### src/rtl/qupls4_pkg.sv
// Shared types for the QUPLS4 checkpoint release controller.
// The optional statistics counters are enabled with QUPLS4_CHKPT_STATS_EN.
package qupls4_pkg;

    localparam int NCHECK = 16;
    localparam int CHK_W  = $clog2(NCHECK);

    typedef logic [CHK_W-1:0] checkpt_ndx_t;

    typedef enum logic [2:0] {
        FREE      = 3'd0,
        LIVE      = 3'd1,
        MISS_PEND = 3'd2,
        RESTORING = 3'd3
    } chkpt_state_t;

    typedef enum logic [1:0] {
        R_IDLE  = 2'd0,
        R_ISSUE = 2'd1,
        R_WAIT  = 2'd2
    } chkpt_rst_fsm_t;

    function automatic logic [31:0] sat_add32(input logic [31:0] a, input logic [31:0] b);
        logic [32:0] s;
        s = {1'b0, a} + {1'b0, b};
        return s[32] ? 32'hffff_ffff : s[31:0];
    endfunction

endpackage

### src/rtl/qupls4_chkpt_ffo.sv
// Find-first-one: returns the lowest set bit index of vec and whether any bit is set.
module qupls4_chkpt_ffo #(
    parameter int N = 16,
    localparam int W = $clog2(N)
) (
    input  logic [N-1:0] vec,
    output logic [W-1:0] ndx,
    output logic         found
);

    always_comb begin
        ndx   = '0;
        found = 1'b0;
        for (int i = N - 1; i >= 0; i--) begin
            if (vec[i]) begin
                ndx   = W'(i);
                found = 1'b1;
            end
        end
    end

endmodule

### src/rtl/qupls4_checkpoint_release_ctrl.sv
// Branch checkpoint lifetime tracker, mispredict restore arbiter and free-bitmap generator.
// Define QUPLS4_CHKPT_STATS_EN to add the stat_frees / stat_restores counters.
module qupls4_checkpoint_release_ctrl
    import qupls4_pkg::*;
#(
    parameter int NCHECK = qupls4_pkg::NCHECK,
    parameter int NRES   = 2,
    localparam int W     = $clog2(NCHECK)
) (
    input  logic                   clk,
    input  logic                   rst,
    input  logic                   alloc_v,
    input  logic [W-1:0]           alloc_ndx,
    input  logic [NRES-1:0]        res_v,
    input  logic [NRES-1:0][W-1:0] res_ndx,
    input  logic [NRES-1:0]        res_miss,
    input  logic                   flush_all,
    output logic                   restore_v,
    output logic [W-1:0]           restore_ndx,
    input  logic                   restore_done,
    output logic [NCHECK-1:0]      chkpts_to_free,
    output logic                   busy,
    output logic                   err
`ifdef QUPLS4_CHKPT_STATS_EN
    ,
    output logic [31:0]            stat_frees,
    output logic [31:0]            stat_restores
`endif
);

    chkpt_state_t      st     [NCHECK];
    chkpt_state_t      st_nxt [NCHECK];
    chkpt_rst_fsm_t    fsm, fsm_nxt;
    logic [W-1:0]      restore_ndx_nxt;
    logic [NCHECK-1:0] free_nxt;
    logic [NCHECK-1:0] pend_vec;
    logic              err_nxt;
    logic [W-1:0]      ffo_ndx;
    logic              ffo_found;
    logic              res_hit;
    logic              res_sel_miss;

    always_comb begin
        for (int i = 0; i < NCHECK; i++) begin
            pend_vec[i] = (st[i] == MISS_PEND);
        end
    end

    qupls4_chkpt_ffo #(.N(NCHECK)) u_ffo (
        .vec   (pend_vec),
        .ndx   (ffo_ndx),
        .found (ffo_found)
    );

    always_comb begin
        st_nxt          = st;
        fsm_nxt         = fsm;
        restore_ndx_nxt = restore_ndx;
        free_nxt        = '0;
        err_nxt         = err;
        res_hit         = 1'b0;
        res_sel_miss    = 1'b0;

        for (int i = 0; i < NCHECK; i++) begin
            // Lowest-numbered port wins when several resolve the same checkpoint.
            res_hit      = 1'b0;
            res_sel_miss = 1'b0;
            for (int p = 0; p < NRES; p++) begin
                if (res_v[p] && res_ndx[p] == W'(i)) begin
                    if (res_hit) begin
                        err_nxt = 1'b1;
                    end else begin
                        res_hit      = 1'b1;
                        res_sel_miss = res_miss[p];
                    end
                end
            end

            if (flush_all && (st[i] == LIVE || st[i] == MISS_PEND)) begin
                st_nxt[i]   = FREE;
                free_nxt[i] = 1'b1;
            end else if (res_hit) begin
                if (st[i] == LIVE) begin
                    if (res_sel_miss) begin
                        st_nxt[i] = MISS_PEND;
                    end else begin
                        st_nxt[i]   = FREE;
                        free_nxt[i] = 1'b1;
                    end
                end else begin
                    err_nxt = 1'b1;
                end
            end else if (alloc_v && alloc_ndx == W'(i)) begin
                if (st[i] == FREE && i != 0) begin
                    st_nxt[i] = LIVE;
                end else begin
                    err_nxt = 1'b1;
                end
            end
        end

        // A flush is discarding every pending miss this cycle, so nothing is picked.
        unique case (fsm)
            R_IDLE: begin
                if (ffo_found && !flush_all) begin
                    fsm_nxt          = R_ISSUE;
                    restore_ndx_nxt  = ffo_ndx;
                    st_nxt[ffo_ndx]  = RESTORING;
                end
            end
            R_ISSUE: fsm_nxt = R_WAIT;
            R_WAIT: begin
                if (restore_done) begin
                    fsm_nxt               = R_IDLE;
                    st_nxt[restore_ndx]   = FREE;
                    free_nxt[restore_ndx] = 1'b1;
                end
            end
            default: fsm_nxt = R_IDLE;
        endcase

        if (restore_done && fsm != R_WAIT) begin
            err_nxt = 1'b1;
        end
    end

    always_ff @(posedge clk or negedge rst) begin
        if (!rst) begin
            st             <= '{default: FREE};
            fsm            <= R_IDLE;
            restore_ndx    <= '0;
            chkpts_to_free <= '0;
            err            <= 1'b0;
        end else begin
            st             <= st_nxt;
            fsm            <= fsm_nxt;
            restore_ndx    <= restore_ndx_nxt;
            chkpts_to_free <= free_nxt;
            err            <= err_nxt;
        end
    end

    assign restore_v = (fsm == R_ISSUE);
    assign busy      = (fsm != R_IDLE);

`ifdef QUPLS4_CHKPT_STATS_EN
    logic [31:0] free_cnt;

    always_comb free_cnt = 32'($countones(chkpts_to_free));

    always_ff @(posedge clk or negedge rst) begin
        if (!rst) begin
            stat_frees    <= '0;
            stat_restores <= '0;
        end else begin
            stat_frees    <= sat_add32(stat_frees, free_cnt);
            stat_restores <= sat_add32(stat_restores, {31'd0, restore_v});
        end
    end
`endif

endmodule

### config.mk
export PLATFORM = sky130hd
export DESIGN_NAME = qupls4_checkpoint_release_ctrl
export DESIGN_NICKNAME = d
export VERILOG_FILES = /design/src/rtl/qupls4_pkg.sv /design/src/rtl/qupls4_chkpt_ffo.sv /design/src/rtl/qupls4_checkpoint_release_ctrl.sv
export SDC_FILE = /design/constraint.sdc
export NUM_CORES = 1
export LEC_CHECK = 0
export CORE_MARGIN = 8
export CORE_UTILIZATION = 53
export DETAILED_ROUTE_END_ITERATION = 7
export PLACE_DENSITY = 0.77
export SYNTH_ARGS = -nofsm -noshare
export SYNTH_HDL_FRONTEND = slang
export SYNTH_SLANG_ARGS = --single-unit
### constraint.sdc
create_clock -name clk -period 2.05 [get_ports clk]
set_input_delay 0.41 -clock clk [delete_from_list [all_inputs] [get_ports clk]]
set_output_delay 0.41 -clock clk [all_outputs]
set_load 0.02 [all_outputs]
==> results.tsv <==
metric	value	unit
status	finished with violations	
violations in the final reports	negative setup slack	
Die X	114	um
gpl congestion	0.989	
final instance area	7910	um2
Clock transition at path regs	80	ps
Slew @ Worst Pin	739	ps
Netlist cell types	66	
synth-to-layout area growth	55.0	%
Remaining Overflow, GRT	0	
die height	114	um
initial antenna violation count	0	
Post-DP HPWL	15500	um
worst-skew pair later-pin latency	380	ps
async set-or-reset flop fraction in the synthesized netlist	100	%
largest net degree at the start of global routing	40	
die area	13000	um2
CORE AREA	9550	um2
Fillers	586	
WHS	14.4	ps
Hold Path Class	in -> async	
RSZ-0062 raised after global routing	yes	
syn nets	652	
Slowest-stage cell, CP	or4b_4	
pre-CTS setup slack	-1120	ps
clock root buffer	clkbuf_8	
GR Util All Layers	32.2	%
first-pass GRT wire length	32600	um
Synth Instances	631	
Pwr Density	956	nW/um2
Post-CTS Hold Fix Bufs	0	
row count	36	
Final Hold Fails	0	
1st-iter DRT viols	673	
vias in the first global route	6291	
Slew headroom	50.6	%
Initial DRT Pass Iterations	5	
Total Power	0.00755	W
Via-to-Cell Ratio	6.20	
Tcrit/Tclk final	115	%
Seq/Total Area, Yosys	34.8	%
final WL	21000	um
top cell type's share of synthesized area	34.8	%
max cap viols	0	
depth of the CTS H-tree	3	
I/O pin cnt	44	
flops & latches, synth	71	
crit path max fanout	4	
DR DRC count	0	
CTS sink count	71	
CTS buffer count	9	
WP data arrival	2600	ps
ANT cells	0	
Post-synth top cells	96 x nor2_1, 71 x dfrtp_1, 36 x nand2_1	
endpoints failing setup	13	
CTS tree	built	
Syn Area/Cell	8.09	um2
Top FF cell, synth	dfrtp_1	
layout cell share with drive strength beyond 1	40.3	%
critical path, cell by cell	buf_6, nand3b_1, buf_4, o32ai_4, xor2_1, nor3_1, o22ai_1, or4b_4, or4_4	
max-slew violations	0	
Longest Clk Path Bufs	2	
Worst Path Class, Setup	in -> reg	
maximum VDD drop	1.04	mV
Layout Skew	12.6	ps
crit end category	flip-flop	
synth top area cells	dfrtp_1 35%, nor2_1 7.1%, a21oi_1 3.3%	
Routed Antenna Nets	0	
Via Count	6320	
synthesized area	5100	um2
crit-path max cell delay	570	ps
Pleak	3.62	nW
Starting Density	53.4	%
setup ws final	-306	ps
crit path launch type	primary input	
Post-synth EDFFs	0	
wire per inst	20.6	um
Synth area leader	dfrtp_1	
top-count cell post-synth	nor2_1	
PortBufs	43	
Placed Area	7140	um2
CP required	2290	ps
number of synthesis warnings	0	
Layout Nets	902	
fin crit period	2360	ps
fmax	424	MHz
-- sequential cells by signal, indices dropped and copies added (netlist names) --
signal          cells
st                 48
chkpts_to_free     16
restore_ndx         4
fsm                 2
err                 1
-- cells by family after synthesis --
family                 share of synthesized area [%]
multiplexers                                    1.62
flip-flops                                      34.8
XOR/XNOR                                        3.43
AO/OA/AOI/OAI                                   22.0
AND/OR/NAND/NOR                                 33.5
buffers and inverters                           4.59
-- power breakdown --
part	switching (W)	internal (W)	total, W
sequential	0.000323	0.00176	0.00208
combinational	0.00221	0.00207	0.00428
clock	0.000590	0.000596	0.00119
-- cells in the final DEF, fill, tap and decap left out, drive strengths merged, types with 15 or more instances in the layout --
cell / count
nand3: 17
o21ai: 33
a21oi: 34
nand3b: 16
nand2: 37
xor2: 16
nor3b: 15
or2: 18
nor2b: 15
inv: 19
nor2: 96
dfrtp: 71
a31oi: 17
buf: 238
o22ai: 24
clkdlybuf4s50: 27
nor3: 36
-- worst max-delay path, delay by kind of cell --
| family | cells | cell delay, ps |
|---|---|---|
| AND/OR/NAND/NOR | 4 | 1340 |
| AO/OA/AOI/OAI | 2 | 460 |
| buffers and inverters | 2 | 280 |
| XOR/XNOR | 1 | 100 |
-- through the flow --
step / utilization, % / setup TNS, ps / std cells
final: 82.8 / -1760 / 1019
after detailed placement: 74.8 / -22770 / 983
after CTS: 81.0 / -1810 / 1014
after global routing: 82.8 / -3200 / 1019
after global placement: 74.8 / -21910 / 983
after floorplan: - / -585 / 631
-- cell type report --
type / instances / area, um2 / share of cell area, %
Multi-Input combinational cell: 510 / 3540 / 44.8
Inverter: 18 / 67.6 / 0.855
Clock inverter: 5 / 56.3 / 0.712
Sequential cell: 71 / 1780 / 22.6
Clock buffer: 11 / 141 / 1.79
Timing Repair Buffer: 271 / 2150 / 27.2
Tap cell: 133 / 166 / 2.10
-- path summary, 6_finish.rpt --
check / slack, ps / depth (start not counted) / to / from
setup / recovery: -310 / 9 / err / res_ndx[7]
hold / removal: 10 / 1 / chkpts_to_free[4] / rst
setup reg to reg: -300 / 5 / err / st[0]
hold reg to reg: 590 / 1 / st[32] / st[32]
max in group asynchronous: 1460 / 2 / st[13] / rst
min in group clk: 590 / 1 / st[32] / st[32]
-- layer usage --
layer,up-vias,part of all wire [%],global-route usage [%],wire length (um)
met5,-,0,0,0
met4,0,5.8,18.6,1220
met3,108,9.2,7.96,1930
met2,369,46,52.4,9750
met1,3026,39,38.1,8140
li1,2817,-,-,-
-- repair_timing --
item                                    CTS  global route
pin swaps                                31            12
buffers inserted                         15             6
endpoints found under the setup margin   41            22
gates resized for setup                 108            36
endpoints found under the hold margin     0             0
gates cloned                              0             0
Note: power is estimated with default switching activity, not from simulation.
==> edit: new RTL, same settings <==
Set the parameter `NRES` to 1 (it was 2).
--- a/src/rtl/qupls4_checkpoint_release_ctrl.sv
+++ b/src/rtl/qupls4_checkpoint_release_ctrl.sv
@@ -5,5 +5,5 @@
 #(
     parameter int NCHECK = qupls4_pkg::NCHECK,
-    parameter int NRES   = 2,
+    parameter int NRES   = 1,
     localparam int W     = $clog2(NCHECK)
 ) (
Ports: changed (resized res_miss, res_ndx and res_v); port bits go from 44 to 38. The function was not compared with the original's and may differ.
==> edit against the unedited design <==
The flow still finishes with violations (negative setup slack); worst setup slack improved by 240 ps; worst hold slack lost 13 ps; synthesized area down 12%; largest cell class unchanged; cell area is 14% lower; sequential cell count stayed put; total power down 14%; count of clock-buffer cells in the layout unchanged; wire length is 18% lower; first-iteration DRC count fell by 39%.
==> edit: results (changes against the unedited design) <==
* Outcome: complete, but fails checks
* Violated checks: negative setup slack
* CTS Buffer Depth at 2 (unchanged)
* Pin count of the biggest net entering global routing at 38 (-5.0%)
* Diodes inserted at 0 (unchanged)
* DR pass1 iterations at 5 (unchanged)
* DR iter-0 viols at 409 (-39%)
* Placer congestion estimate at 0.983 (-0.56%)
* Global-route wire length before repair at 26,200 um (-20%)
* Hold Crit Class: primary input to asynchronous set/reset pin
* Worst path arrival time at 2340 ps (-260 ps)
* Crit path max fanout at 5 (+1)
* Largest registers: st (48), chkpts_to_free (16), restore_ndx (4)
* CP max-delay cell: or4b_1
* All-Layer GR Usage at 28.9% (-3.4 points)
* Final setup viols at 8 (-5)
* Number of synthesis warnings at 0 (unchanged)
* Hold Slack at 1.54 ps (-12.9 ps)
* Vias in the first global route at 5,222 (-17%)
* Setup WS pre-CTS at -800 ps (+320 ps)
* Initial antenna violation count at 0 (unchanged)
* Post-Syn Nets at 532 (-18%)
* Synth area leaders: dfrtp_1 (40%), nor2_1 (5.3%), nor3b_1 (4.7%), nand2_1 (3.6%), nor4_1 (2.7%)
* Vias at 5,301 (-16%)
* Num CTS Buffers at 9 (unchanged)
* Synth async-reset ratio at 100% (unchanged)
* Clk pin slew, worst setup/hold paths at 80 ps (about the same)
* Slowest stage delay, CP at 510 ps (-60 ps)
* Most frequent cells after synthesis: dfrtp_1 (71), nor2_1 (63), nand2_1 (43), nor3b_1 (28), o21ai_0 (23)
* DP Area at 6110 um2 (-14%)
* Clock skew at 10.4 ps (-2.20 ps)
* Final WL at 17,300 um (-18%)
* Worst Tran Pin Value at 690 ps (-48.8 ps)
* Worst-skew pair later-pin latency at 360 ps (-20 ps)
* Htree depth at 3 (unchanged)
* Post-synthesis sequential area ratio at 39.7% (+4.9 points)
* Post-synthesis cell type count at 71 (+7.6%)
* Root Buffer: clkbuf_8
* DP Wirelength at 12,400 um (-20%)
* Worst setup margin at -62.3 ps (+244 ps)
* Top_reg_cell synth: dfrtp_1
* PortBufs at 37 (-14%)
* Layout net count at 727 (-19%)
* Leakage at 3.10 nW (-14%)
* Share of cells above drive strength 1 at 38.1% (-2.2 points)
* Max VDD drop at 0.726 mV (-30%)
==> edit: cell types whose count changed in the layout (fill, tap and decap cells not counted), moves of 10 or more <==
cell     delta
a21oi_1    -19
nor2_1     -39
nand2_1    +12
a31oi_1    -13
o41ai_1    +11
buf_4      -54
or2_2      -10
nor3_1     -16
==> edit: worst paths after layout <==
path	startpoint	end	cells past startpoint
hold / removal	rst	chkpts_to_free[10]	1
setup / recovery	res_ndx[3]	err	8
max in group asynchronous	rst	st[41]	2
hold reg to reg	st[13]	chkpts_to_free[11]	2
min in group clk	st[13]	chkpts_to_free[11]	2
setup reg to reg	st[8]	st[27]	6
==> edit: kinds of logic after synthesis <==
group	share of synthesized area (%)
mux	0.504
buf+inv	3.47
compound gates	21.5
flops	39.7
xor+xnor	4.31
simple gates	30.5
==> edit: routing by layer <==
metal  track usage (%)  part of all wire [%]  routed length, um  vias to the layer above
met1              35.0                    39               6660                     2529
met4              16.2                   5.1                886                        0
met3              5.57                   8.7               1500                       89
met5                 0                     0                  0                        -
met2              47.1                    48               8230                      354
li1                  -                     -                  -                     2329
==> edit: layout make-up <==
cell class | count | area (um2)
clock buffer | 11 | 151
clock inverter | 5 | 56.3
fill | 488 | 1380
inverter | 15 | 60.1
multi-input combinational | 408 | 2980
sequential | 71 | 1780
tap | 105 | 131
timing repair buffer | 207 | 1680
==> edit: worst max-delay path: cells and delay by family <==
family          cells  cell delay, ps
simple gates        4             910
compound gates      1             320
buf+inv             3             710
==> edit: stage by stage <==
step | setup TNS, ps | std cells | total power [W]
finish | -264 | 822 | 0.00647
global route | -1140 | 822 | 0.00677
CTS | -77.0 | 818 | 0.00614
detailed placement | -5280 | 794 | 0.00474
global placement | -3580 | 794 | 0.00464
floorplan | -9.28 | 517 | 0.00333
==> edit: repair_timing <==
action / 4_1_cts / 5_1_grt
setup endpoints to repair: 16 / 16
pin swaps: 12 / 23
gates cloned: 0 / 0
gates resized for setup: 65 / 39
buffers inserted: 8 / 5
==> edit: where the power goes <==
part           switching, W  internal [W]  total, W
Clock              0.000562      0.000626   0.00119
Combinational       0.00179       0.00158   0.00337
Sequential         0.000233       0.00169   0.00192
